--- config.mk ---
export PLATFORM = sky130hd
export DESIGN_NAME = object_scanner
export DESIGN_NICKNAME = d
export VERILOG_FILES = /design/src/rtl/object_scanner_pkg.sv /design/src/rtl/object_scanner.sv
export SDC_FILE = /design/constraint.sdc
export NUM_CORES = 1
export LEC_CHECK = 0
export BUFFER_PORTS_ARGS = -buffer_cell sky130_fd_sc_hd__buf_2
export CORE_AREA = 5 5 199 105
export DETAILED_ROUTE_END_ITERATION = 10
export DIE_AREA = 0 0 204 110
export GPL_ROUTABILITY_DRIVEN = 0
export PLACE_DENSITY = 0.42
export SETUP_SLACK_MARGIN = 0.15
export SLEW_MARGIN = 10
export SYNTH_ARGS = -nofsm -noshare
export SYNTH_HDL_FRONTEND = slang
export SYNTH_SLANG_ARGS = --single-unit
--- constraint.sdc ---
create_clock -name clk -period 8.7 [get_ports clk]
set_input_delay 0.87 -clock clk [delete_from_list [all_inputs] [get_ports clk]]
set_output_delay 0.87 -clock clk [all_outputs]
set_load 0.02 [all_outputs]
--- src/rtl/object_scanner_pkg.sv ---
// Shared types and defaults for the post-frame object scanner.
// Holds the scanner FSM encoding and default widths.
package object_scanner_pkg;

  localparam int OS_LBL_WIDTH = 8;
  localparam int OS_LOC_SIZE  = 16;

  typedef enum logic [2:0] {
    OS_IDLE    = 3'd0,
    OS_ISSUE   = 3'd1,
    OS_WAIT    = 3'd2,
    OS_CAPTURE = 3'd3,
    OS_EMIT    = 3'd4,
    OS_DONE    = 3'd5
  } os_state_e;

  // Wait-counter preload for a given statistics read latency.
  function automatic logic [3:0] os_wait_load(input int rl);
    return 4'(rl - 1);
  endfunction

endpackage

--- src/rtl/object_scanner.sv ---
// Post-frame readout: walks labels 1..num_labels through the
// connected-components statistics port, drops objects below MIN_AREA
// and streams survivors out on a valid/ready record interface.
//
// Ports:
//   clk, reset        clock, async active-high reset
//   frame_done        one-cycle pulse that starts a scan
//   num_labels        label count for the frame (0 = background only)
//   obj_id            label presented to the statistics port
//   obj_area/x/y      statistics, valid READ_LATENCY cycles after obj_id
//   rec_valid/ready   record handshake
//   rec_label/area/x/y record payload
//   busy              scan in progress
//   scan_done         one-cycle pulse when a scan completes
//   obj_count         records emitted by the last completed scan
//   missed_frame      sticky, frame_done seen while busy
module object_scanner
  import object_scanner_pkg::*;
#(
  parameter int LBL_WIDTH    = OS_LBL_WIDTH,
  parameter int LOC_SIZE     = OS_LOC_SIZE,
  parameter int READ_LATENCY = 2,
  parameter int MIN_AREA     = 4
) (
  input  logic                 clk,
  input  logic                 reset,
  input  logic                 frame_done,
  input  logic [LBL_WIDTH-1:0] num_labels,
  output logic [LBL_WIDTH-1:0] obj_id,
  input  logic [LOC_SIZE-1:0]  obj_area,
  input  logic [LOC_SIZE-1:0]  obj_x,
  input  logic [LOC_SIZE-1:0]  obj_y,
  output logic                 rec_valid,
  input  logic                 rec_ready,
  output logic [LBL_WIDTH-1:0] rec_label,
  output logic [LOC_SIZE-1:0]  rec_area,
  output logic [LOC_SIZE-1:0]  rec_x,
  output logic [LOC_SIZE-1:0]  rec_y,
  output logic                 busy,
  output logic                 scan_done,
  output logic [LBL_WIDTH-1:0] obj_count,
  output logic                 missed_frame
);

  localparam logic [3:0] WAIT_LOAD = os_wait_load(READ_LATENCY);
  localparam logic [LOC_SIZE-1:0] MIN_A = LOC_SIZE'(MIN_AREA);

  os_state_e            state_q;
  logic [LBL_WIDTH-1:0] n_lat_q;
  logic [LBL_WIDTH-1:0] label_q;
  logic [LBL_WIDTH-1:0] cnt_q;
  logic [3:0]           wait_q;
  logic [LBL_WIDTH-1:0] obj_id_q;
  logic                 rec_valid_q;
  logic [LBL_WIDTH-1:0] rec_label_q;
  logic [LOC_SIZE-1:0]  rec_area_q;
  logic [LOC_SIZE-1:0]  rec_x_q;
  logic [LOC_SIZE-1:0]  rec_y_q;
  logic                 busy_q;
  logic                 scan_done_q;
  logic [LBL_WIDTH-1:0] obj_count_q;
  logic                 missed_q;

  // Advance step: compare before incrementing so an all-ones
  // label count terminates instead of wrapping to 0.
  logic                 last_lbl;
  os_state_e            adv_state_d;
  logic [LBL_WIDTH-1:0] label_d;
  logic [LBL_WIDTH-1:0] cnt_d;
  logic                 keep;

  always_comb begin
    last_lbl    = (label_q == n_lat_q);
    adv_state_d = last_lbl ? OS_DONE : OS_ISSUE;
    label_d     = last_lbl ? label_q : label_q + 1'b1;
    cnt_d       = (&cnt_q) ? cnt_q : cnt_q + 1'b1;
    keep        = (obj_area >= MIN_A);
  end

  always_ff @(posedge clk or posedge reset) begin
    if (reset) begin
      state_q     <= OS_IDLE;
      n_lat_q     <= '0;
      label_q     <= '0;
      cnt_q       <= '0;
      wait_q      <= '0;
      obj_id_q    <= '0;
      rec_valid_q <= 1'b0;
      rec_label_q <= '0;
      rec_area_q  <= '0;
      rec_x_q     <= '0;
      rec_y_q     <= '0;
      busy_q      <= 1'b0;
      scan_done_q <= 1'b0;
      obj_count_q <= '0;
      missed_q    <= 1'b0;
    end else begin
      scan_done_q <= 1'b0;
      if (frame_done && busy_q) begin
        missed_q <= 1'b1;
      end
      unique case (state_q)
        OS_IDLE: begin
          if (frame_done) begin
            n_lat_q <= num_labels;
            cnt_q   <= '0;
            busy_q  <= 1'b1;
            if (num_labels == '0) begin
              state_q <= OS_DONE;
            end else begin
              label_q <= LBL_WIDTH'(1);
              state_q <= OS_ISSUE;
            end
          end
        end
        OS_ISSUE: begin
          obj_id_q <= label_q;
          wait_q   <= WAIT_LOAD;
          state_q  <= OS_WAIT;
        end
        OS_WAIT: begin
          if (wait_q == 4'd0) begin
            state_q <= OS_CAPTURE;
          end else begin
            wait_q <= wait_q - 1'b1;
          end
        end
        OS_CAPTURE: begin
          if (keep) begin
            rec_label_q <= obj_id_q;
            rec_area_q  <= obj_area;
            rec_x_q     <= obj_x;
            rec_y_q     <= obj_y;
            rec_valid_q <= 1'b1;
            state_q     <= OS_EMIT;
          end else begin
            label_q <= label_d;
            state_q <= adv_state_d;
          end
        end
        OS_EMIT: begin
          if (rec_ready) begin
            rec_valid_q <= 1'b0;
            cnt_q       <= cnt_d;
            label_q     <= label_d;
            state_q     <= adv_state_d;
          end
        end
        OS_DONE: begin
          obj_count_q <= cnt_q;
          scan_done_q <= 1'b1;
          busy_q      <= 1'b0;
          state_q     <= OS_IDLE;
        end
        default: begin
          state_q <= OS_IDLE;
        end
      endcase
    end
  end

  assign obj_id       = obj_id_q;
  assign rec_valid    = rec_valid_q;
  assign rec_label    = rec_label_q;
  assign rec_area     = rec_area_q;
  assign rec_x        = rec_x_q;
  assign rec_y        = rec_y_q;
  assign busy         = busy_q;
  assign scan_done    = scan_done_q;
  assign obj_count    = obj_count_q;
  assign missed_frame = missed_q;

endmodule

Word level (Yosys, flattened, before mapping)

Index checks and enable logic that the tools add are counted.

Register bits after elaboration: 107
Input bits: 60
Output and inout bits: 76
Word-level logic and storage cells: 76

Add/sub/neg operators: 3
Order comparisons: 1
Equality and inequality tests: 14
Multiplexer cells: 25
Reduce and logical (&&, ||, !) cells: 18

Operators with widths:

| cell                                                                   | number |
|---|---|
| 8-bit 2-to-1 mux                                                       | 8 |
| 8-bit one-hot mux with 3 select lines                                  | 1 |
| 3-bit 2-to-1 mux                                                       | 6 |
| 8-bit by 1-bit adder with 8-bit output, second input constant          | 2 |
| 16-bit by 3-bit >= comparator with 1-bit output, second input constant | 1 |
| 2-bit != test, second input constant                                   | 8 |
| 8-bit one-hot mux with 2 select lines                                  | 1 |
| 3-bit one-hot mux with 5 select lines                                  | 1 |
| 8-bit equality test                                                    | 1 |
| 8-bit logical NOT                                                      | 1 |
| 4-bit one-hot mux with 2 select lines                                  | 1 |
| 2-bit AND reduction                                                    | 4 |
| 8-bit AND reduction                                                    | 1 |
| 2-bit nonzero test                                                     | 4 |
| 3-bit by 2-bit equality test with 1-bit output, second input constant  | 2 |
| 3-bit equality test, second input constant                             | 2 |
| 3-bit AND reduction                                                    | 2 |
| 5-bit AND reduction                                                    | 1 |
| 4-bit logical NOT                                                      | 1 |
| 1-bit 2-to-1 mux                                                       | 4 |
| 4-bit 2-to-1 mux                                                       | 1 |
| 1-bit one-hot mux with 2 select lines                                  | 2 |
| 4-bit AND reduction                                                    | 1 |
| 4-bit by 1-bit subtractor with 4-bit output, second input constant     | 1 |
| other kinds (4)                                                        | 4 |

Depth between registers and ports, before layout

Gate-level depths: netlist (run 1).

Depth after elaboration: 4
Gate-level depth with buffers: 8
Mapped depth without buffers: 7

Least setup slack after synthesis (run 1)

No wires, ideal clock.

Path kind: input -> register
Start: input port obj_area[10]
End: register rec_area_q[10] (netlist: rec_area[10])
Setup time: 125 ps
Arrival time: 2,215 ps
Data required time: 8,575 ps
Slack: 6,360 ps
Stages on the path: 6
Path buffers: 2
Path through: nor4_1 and4_1 nand2b_1 buf_2 buf_2 mux2_2

Longest elaborated chain between the ends: 2

Ends and longest elaborated chain:

| what                                            | RTL line              | source |
|---|---|---|
| start: declaration                              | object_scanner.sv:30  | `input logic [LOC_SIZE-1:0] obj_area,` |
| 16-bit by 3-bit >= comparator with 1-bit output | object_scanner.sv:77  | `keep = (obj_area >= MIN_A);` |
| 2-bit AND reduction (no source line)            | n/a                   |  |
| end signal: assignment                          | object_scanner.sv:131 | `rec_area_q <= obj_area;` |
| end: declaration                                | object_scanner.sv:56  | `logic [LOC_SIZE-1:0] rec_area_q;` |

Parallel ways exist; a longest one is shown, timed or not.
A chain may end at the register's enable or synchronous reset.

Worst setup path in the final report (run 1)

Start: input port obj_area[10]
End: register rec_x_q[4] (netlist: rec_x[4])

Longest elaborated chain between the ends: 2

Ends and longest elaborated chain:

| what                                            | RTL line              | source |
|---|---|---|
| 16-bit by 3-bit >= comparator with 1-bit output | object_scanner.sv:77  |  |
| 2-bit AND reduction (no source line)            | n/a                   |  |
| end signal: assignment                          | object_scanner.sv:132 | `rec_x_q <= obj_x;` |
| end: declaration                                | object_scanner.sv:57  | `logic [LOC_SIZE-1:0] rec_x_q;` |

Every way passes these cells.

==> flow_metrics.tcl, run 1 <==
set metrics [dict create \
    status "finished clean" \
    hold_ws_ns 0.457 \
    postRouteWirelength_um 11800 \
    start_kind "primary input" \
    ys_ff_latch 107 \
    rrSetupSlack_ns 5.99 \
    mostFrequentLayoutCells "135 x buf_2, 107 x dfrtp_1, 67 x mux2_2" \
    hold_start "missed_frame" \
    skew_ns 0.0106 \
    num_antenna_cells 0 \
    yosysUniqueCellTypes 45 \
    gr-total-overflow 0 \
    fmax_mhz 369 \
    syn_area_per_cell_um2 12.1 \
    setup_ws_ns 5.99 \
    drtAntennaViolNets 0 \
    coreArea_um2 19000 \
    synth-seq-area-share_pct 58.0 \
    final_nets 574 \
    p_leak_nw 2.82 \
    path_max_fanout 34 \
    grt_pass1_vias 3595 \
    r2r_start "state_q[2]" \
    rows 36 \
    yosys.area.top_type_share_pct 58.0 \
    drtIter0Drc 107 \
    synth_fp_nets 444 \
    hold_end "missed_frame" \
    reg2regPathDepth 4 \
    critPathArrivalTime_ns 2.95 \
    cp-end-kind "flop" \
    period_needed_ns 2.71 \
    hold_viol_final 0 \
    via_per_inst 4.31 \
    cts_resized 0 \
    antenna_found_initial 1 \
    drv_slew 0 \
    setup_viol 0 \
    io-pin-count 136 \
    min_path_type "flop to flop" \
    syn_inst 380 \
    powerDensity_nw_per_um2 352 \
    tightest_slew_ns 0.941 \
    portBuffers 135 \
    ys.warnings.count 0 \
    ys.flop_type "dfrtp_1" \
    r2r_end "rec_x[4]" \
    clk_path_buf_depth 2 \
    fp.dieW_um 204 \
    crit_type "primary input to flop" \
    grt_pass1_wl_um 19200 \
    drive_above_1_share_pct 44.5 \
    gr-usage-all-layers_pct 10.9 \
    worstPathRequired_ns 8.94 \
    totalPowerFinal_w 0.00207 \
    dp_hpwl_um 8670 \
    vias 3365 \
    synth_edf_count 0 \
    postCtsSetupBuffers 0 \
    ir_worst_vdd_uv 145 \
    yosysTopAreaCell "dfrtp_1" \
    synth-async-reset-ratio_pct 100 \
    whs_path_depth 1 \
    drt_first_pass_iters 4 \
    htree_levels 3 \
    cts_hold_buf 0 \
    setup_tns_ns 0 \
    die-area_um2 22400 \
    start_util_pct 24.3 \
    cts-root-buf "clkbuf_16" \
    detail_route.wl_per_cell_um 15.1 \
    relSlewSlack_pct 37.0 \
    cts_sinks 107 \
    remaining_drc_errors 0 \
    netlist_area_um2 4610 \
    cts_buffers 9 \
    min_period_over_period_pct 31.2 \
    clkTransAtPathRegs_ns 0.07 \
    cts_tree "done" \
    synth_area_leaders "dfrtp_1 58%, mux2_2 16%, nand2_1 4.3%" \
    grt_max_degree 70 \
    rsz0062_at_grt "no" \
    pre_cts_ws_ns 5.54 \
    max_cap_viol_count 0 \
    syn_to_final_growth_pct 27.4 \
    layout_commonest_cell "buf_2" \
    die_h_um 110 \
    clk_latency_ns 0.35 \
]
==> report_power, final <==
group / internal [W] / leakage [nW] / switching [W]
Sequential: 0.000685 / 1.34 / 0.000139
Clock: 0.000239 / 0.153 / 0.000186
Combinational: 0.000343 / 1.33 / 0.000474
Total: 0.00127 / 2.82 / 0.000800
==> synth_stat cells (2+ instances only) <==
library cell,number
o41ai_1,9
o31ai_1,5
ha_1,4
mux2_2,67
a41oi_1,3
clkbuf_1,11
buf_2,8
nor4_1,7
dfrtp_1,107
nand3_1,6
nand4_1,6
nand2_1,53
inv_1,11
or3_1,2
nand3b_1,2
xnor2_1,11
xor2_1,3
a31oi_1,2
nor3_1,2
o221ai_1,2
nor2_1,19
o21ai_0,7
and4_1,4
nand2b_1,4
a21oi_1,5
==> routing by layer <==
| metal | track usage, % | vias to the layer above | wire [um] |
|---|---|---|---|
| li1 | - | 1615 | - |
| met1 | 15.5 | 1639 | 5900 |
| met2 | 15.6 | 99 | 4760 |
| met3 | 4.24 | 10 | 994 |
| met4 | 2.29 | 2 | 95 |
| met5 | 0 | - | 13 |
==> critical path, cell delays in order <==
cell      delay [ns]
buf_2           0.10
nor4_1          0.27
and4_1          0.28
nand2b_2        0.50
buf_4           0.49
mux2_2          0.39
==> final cells by class <==
type	instances	area, um2
fillers	1948	13100
flip-flops and latches	107	2680
multi-input cells	241	1810
repair buffers	140	713
well taps	266	333
clock buffers	12	256
clock inverters	4	48.8
inverters	11	43.8
==> sequential cells by signal, summed over array words and instances, names as in the netlist, 3 cells and up <==
name,flops
cnt_q,8
label_q,8
n_lat_q,8
obj_count,8
obj_id,8
rec_area,16
rec_label,8
rec_x,16
rec_y,16
state_q,3
wait_q,4
==> worst max-delay path by stage <==
stage,start,endpoint,cells past startpoint
after floorplan,reset,busy,1
after global placement,obj_area[15],rec_x[13],6
after detailed placement,obj_area[10],rec_x[4],6
after CTS,state_q[2],rec_x[11],4
after global routing,state_q[1],label_q[7],6
final,obj_area[10],rec_x[4],6
==> metrics by stage <==
stage,util [%],cell area (um2),instances
floorplan,-,4610,380
global placement,29.4,5570,765
detailed placement,29.4,5570,765
CTS,31.0,5880,781
global route,31.0,5880,781
finish,31.0,5880,781
==> cell families (layout without fill, tap and decap cells) <==
logic type | count (synthesis) | count (layout) | share of synthesized area [%]
XOR/XNOR | 14 | 14 | 2.66
AND/OR/NAND/NOR | 116 | 116 | 12.5
AO/OA/AOI/OAI | 39 | 39 | 6.24
multiplexers | 68 | 68 | 16.6
flip-flops | 107 | 107 | 58.0
buffers and inverters | 32 | 167 | 2.90
adder cells (fa/ha/maj) | 4 | 4 | 1.08
(Power assumes the default switching activity.)
==> run 2, diff against run 1 <==
Settings changed: ABC_AREA from default to 1, CORE_AREA 5 5 199 105 to 5 5 207 109, DIE_AREA 0 0 204 110 to 0 0 212 114, PLACE_DENSITY 0.42 to 0.41.
Clock period 8.7 ns to 2.74 ns, I/O delays scaled along.
==> flow_metrics.tcl, run 2 <==
set metrics [dict create \
    coreArea_um2 20900 \
    vias 4309 \
    r2r_start "state_q[1]" \
    hold_ws_ns 0.0727 \
    post-route-util_pct 30.0 \
    setup_viol 0 \
    gr-usage-all-layers_pct 12.3 \
    remaining_drc_errors 0 \
    cts_resized 0 \
    grt_max_degree 55 \
    clkTransAtPathRegs_ns 0.07 \
    cts_tree "done" \
    seq_power_share_pct 38.1 \
    antenna_found_initial 0 \
    die-area_um2 24200 \
    status "finished clean" \
    fp.dieW_um 212 \
    synth_area_leaders "dfrtp_1 54%, nand2_1 17%, nand3_1 8.0%" \
    cts_sinks 107 \
    rsz0062_at_grt "no" \
    cts-root-buf "clkbuf_16" \
    synth_top_family_by_area "simple AND/OR/NAND/NOR gates" \
    synthTopCellsByCount "224 x nand2_1, 107 x dfrtp_1, 80 x nand3_1" \
    drv_slew 0 \
    startpoint "state_q[1]" \
    powerDensity_nw_per_um2 1050 \
    p_comb_share_pct 41.6 \
    worstPathRequired_ns 2.98 \
    cts_hold_buf 0 \
    syn_inst 600 \
    grt_pass1_wl_um 23600 \
    yosys.area_share.simple_pct 32.1 \
    start_util_pct 24.0 \
    synth_fa_ha_area_share_pct 1.00 \
    synth_fp_nets 664 \
    period_needed_ns 1.78 \
    setup_tns_ns 0 \
    syn_to_final_growth_pct 25.0 \
    synth_xor_area_share_pct 1.58 \
    syn_area_per_cell_um2 8.34 \
    clk_latency_ns 0.35 \
    totalPowerFinal_w 0.00655 \
    die_h_um 114 \
    final_nets 792 \
    cp-end-kind "flop" \
    p_int_w 0.00367 \
    mostFrequentLayoutCells "224 x nand2_1, 135 x buf_2, 107 x dfrtp_1" \
    ir_worst_vdd_uv 334 \
    crit_type "flop to flop" \
    tightest_slew_ns 0.826 \
    synth-async-reset-ratio_pct 100 \
    synthMuxAreaShare_pct 0 \
    cts_buffers 9 \
    path_max_fanout 18 \
    drt_first_pass_iters 5 \
    min_path_type "primary input to async pin" \
    portBuffers 135 \
    min_period_over_period_pct 64.8 \
    postCtsSetupBuffers 0 \
    gr-total-overflow 0 \
    io-pin-count 136 \
    yosysUniqueCellTypes 33 \
    ys_ff_latch 107 \
    via_per_inst 4.25 \
    max_cap_viol_count 0 \
    p_clk_share_pct 20.3 \
    drtIter0Drc 206 \
    fmax_mhz 563 \
    detail_route.wl_per_cell_um 14.4 \
    hold_viol_final 0 \
    swShare_pct 44.0 \
    critPathArrivalTime_ns 2.02 \
    num_antenna_cells 0 \
    netlist_area_um2 5000 \
    htree_levels 3 \
    skew_ns 0.00795 \
    p_leak_nw 3.35 \
    ys.warnings.count 0 \
    synth_edf_count 0 \
    yosysTopAreaCell "dfrtp_1" \
    yosys.area.top_type_share_pct 53.5 \
    ys.flop_type "dfrtp_1" \
    synth-seq-area-share_pct 53.5 \
    drive_above_1_share_pct 25.9 \
    dp_hpwl_um 10900 \
    layout_commonest_cell "nand2_1" \
    rows 38 \
    synth_most_common_cell "nand2_1" \
    drtAntennaViolNets 0 \
    power.switching_w 0.00288 \
    postRouteWirelength_um 14600 \
    start_kind "flop" \
    synth_compound_area_share_pct 5.03 \
    grt_pass1_vias 4233 \
    relSlewSlack_pct 44.8 \
    fillers 2245 \
    clk_path_buf_depth 2 \
]
-- run 2: cell count changes in the layout (fill, tap and decap cells not counted), sizes merged, moves of 4 or more --
cell    delta
inv       +40
mux2      -67
nand3     +77
nand2    +180
nor4       -7
nor2      +12
o41ai      -9
nand2b     -4
o21ai     +30
and4       -4
xnor2      -8
o31ai      -5
-- run 2: power groups by stage --
stage               sequential (W)  combinational [W]  clock (W)
global placement           0.00252            0.00272          0
CTS                        0.00250            0.00277    0.00138
floorplan                  0.00291            0.00148          0
global route               0.00257            0.00307    0.00145
detailed placement         0.00252            0.00277          0
finish                     0.00249            0.00272    0.00133
-- run 2: routing by layer --
layer,vias to the layer above,global-route usage (%),share of wire [%]
met3,7,4.29,7.2
li1,2158,-,-
met2,111,16.5,38
met4,0,2.06,0.61
met1,2033,19.1,54
met5,-,0,0
-- run 2: worst max-delay path, cell delays in order (launching register included) --
cell,delay [ns]
dfrtp_1,0.53
nor2_4,0.19
nand2_2,0.07
inv_2,0.10
nand2_4,0.14
o21ai_4,0.12
inv_4,0.06
nand2_4,0.14
nand3_4,0.15
nand2_1,0.09
nand2_1,0.06
-- run 2: layout make-up --
type                    instances  area [um2]  share of cell area, %
clock buffers                  10         229                   3.66
well taps                     280         350                   5.60
flip-flops and latches        107        2680                   42.8
inverters                      52         206                   3.30
multi-input cells             418        1990                   31.8
repair buffers                140         738                   11.8
clock inverters                 6        66.3                   1.06
-- run 2: cells by family after synthesis --
| kind of cell | count (synthesis) |
|---|---|
| simple gates | 362 |
| flops | 107 |
| buf+inv | 75 |
| compound gates | 43 |
| xor+xnor | 9 |
| fa+ha+maj | 4 |
-- run 2: worst paths after layout --
path                                 to  slack [ns]  cells past startpoint
max in group asynchronous  rec_label[3]        1.98                      3
hold reg to reg            missed_frame        0.47                      1
hold / removal                rec_x[13]        0.07                      2
setup / recovery             label_q[5]        0.96                     10
setup reg to reg             label_q[5]        0.96                     10
min in group clk               rec_x[5]        0.15                      3
-- run 2: stage by stage --
| stage | instance area, um2 | std cells | setup WS, ns |
|---|---|---|---|
| floorplan | 5010 | 600 | 1.18 |
| global placement | 5960 | 997 | 0.875 |
| detailed placement | 5960 | 997 | 0.854 |
| CTS | 6260 | 1013 | 0.961 |
| global route | 6260 | 1013 | 0.810 |
| finish | 6260 | 1013 | 0.965 |
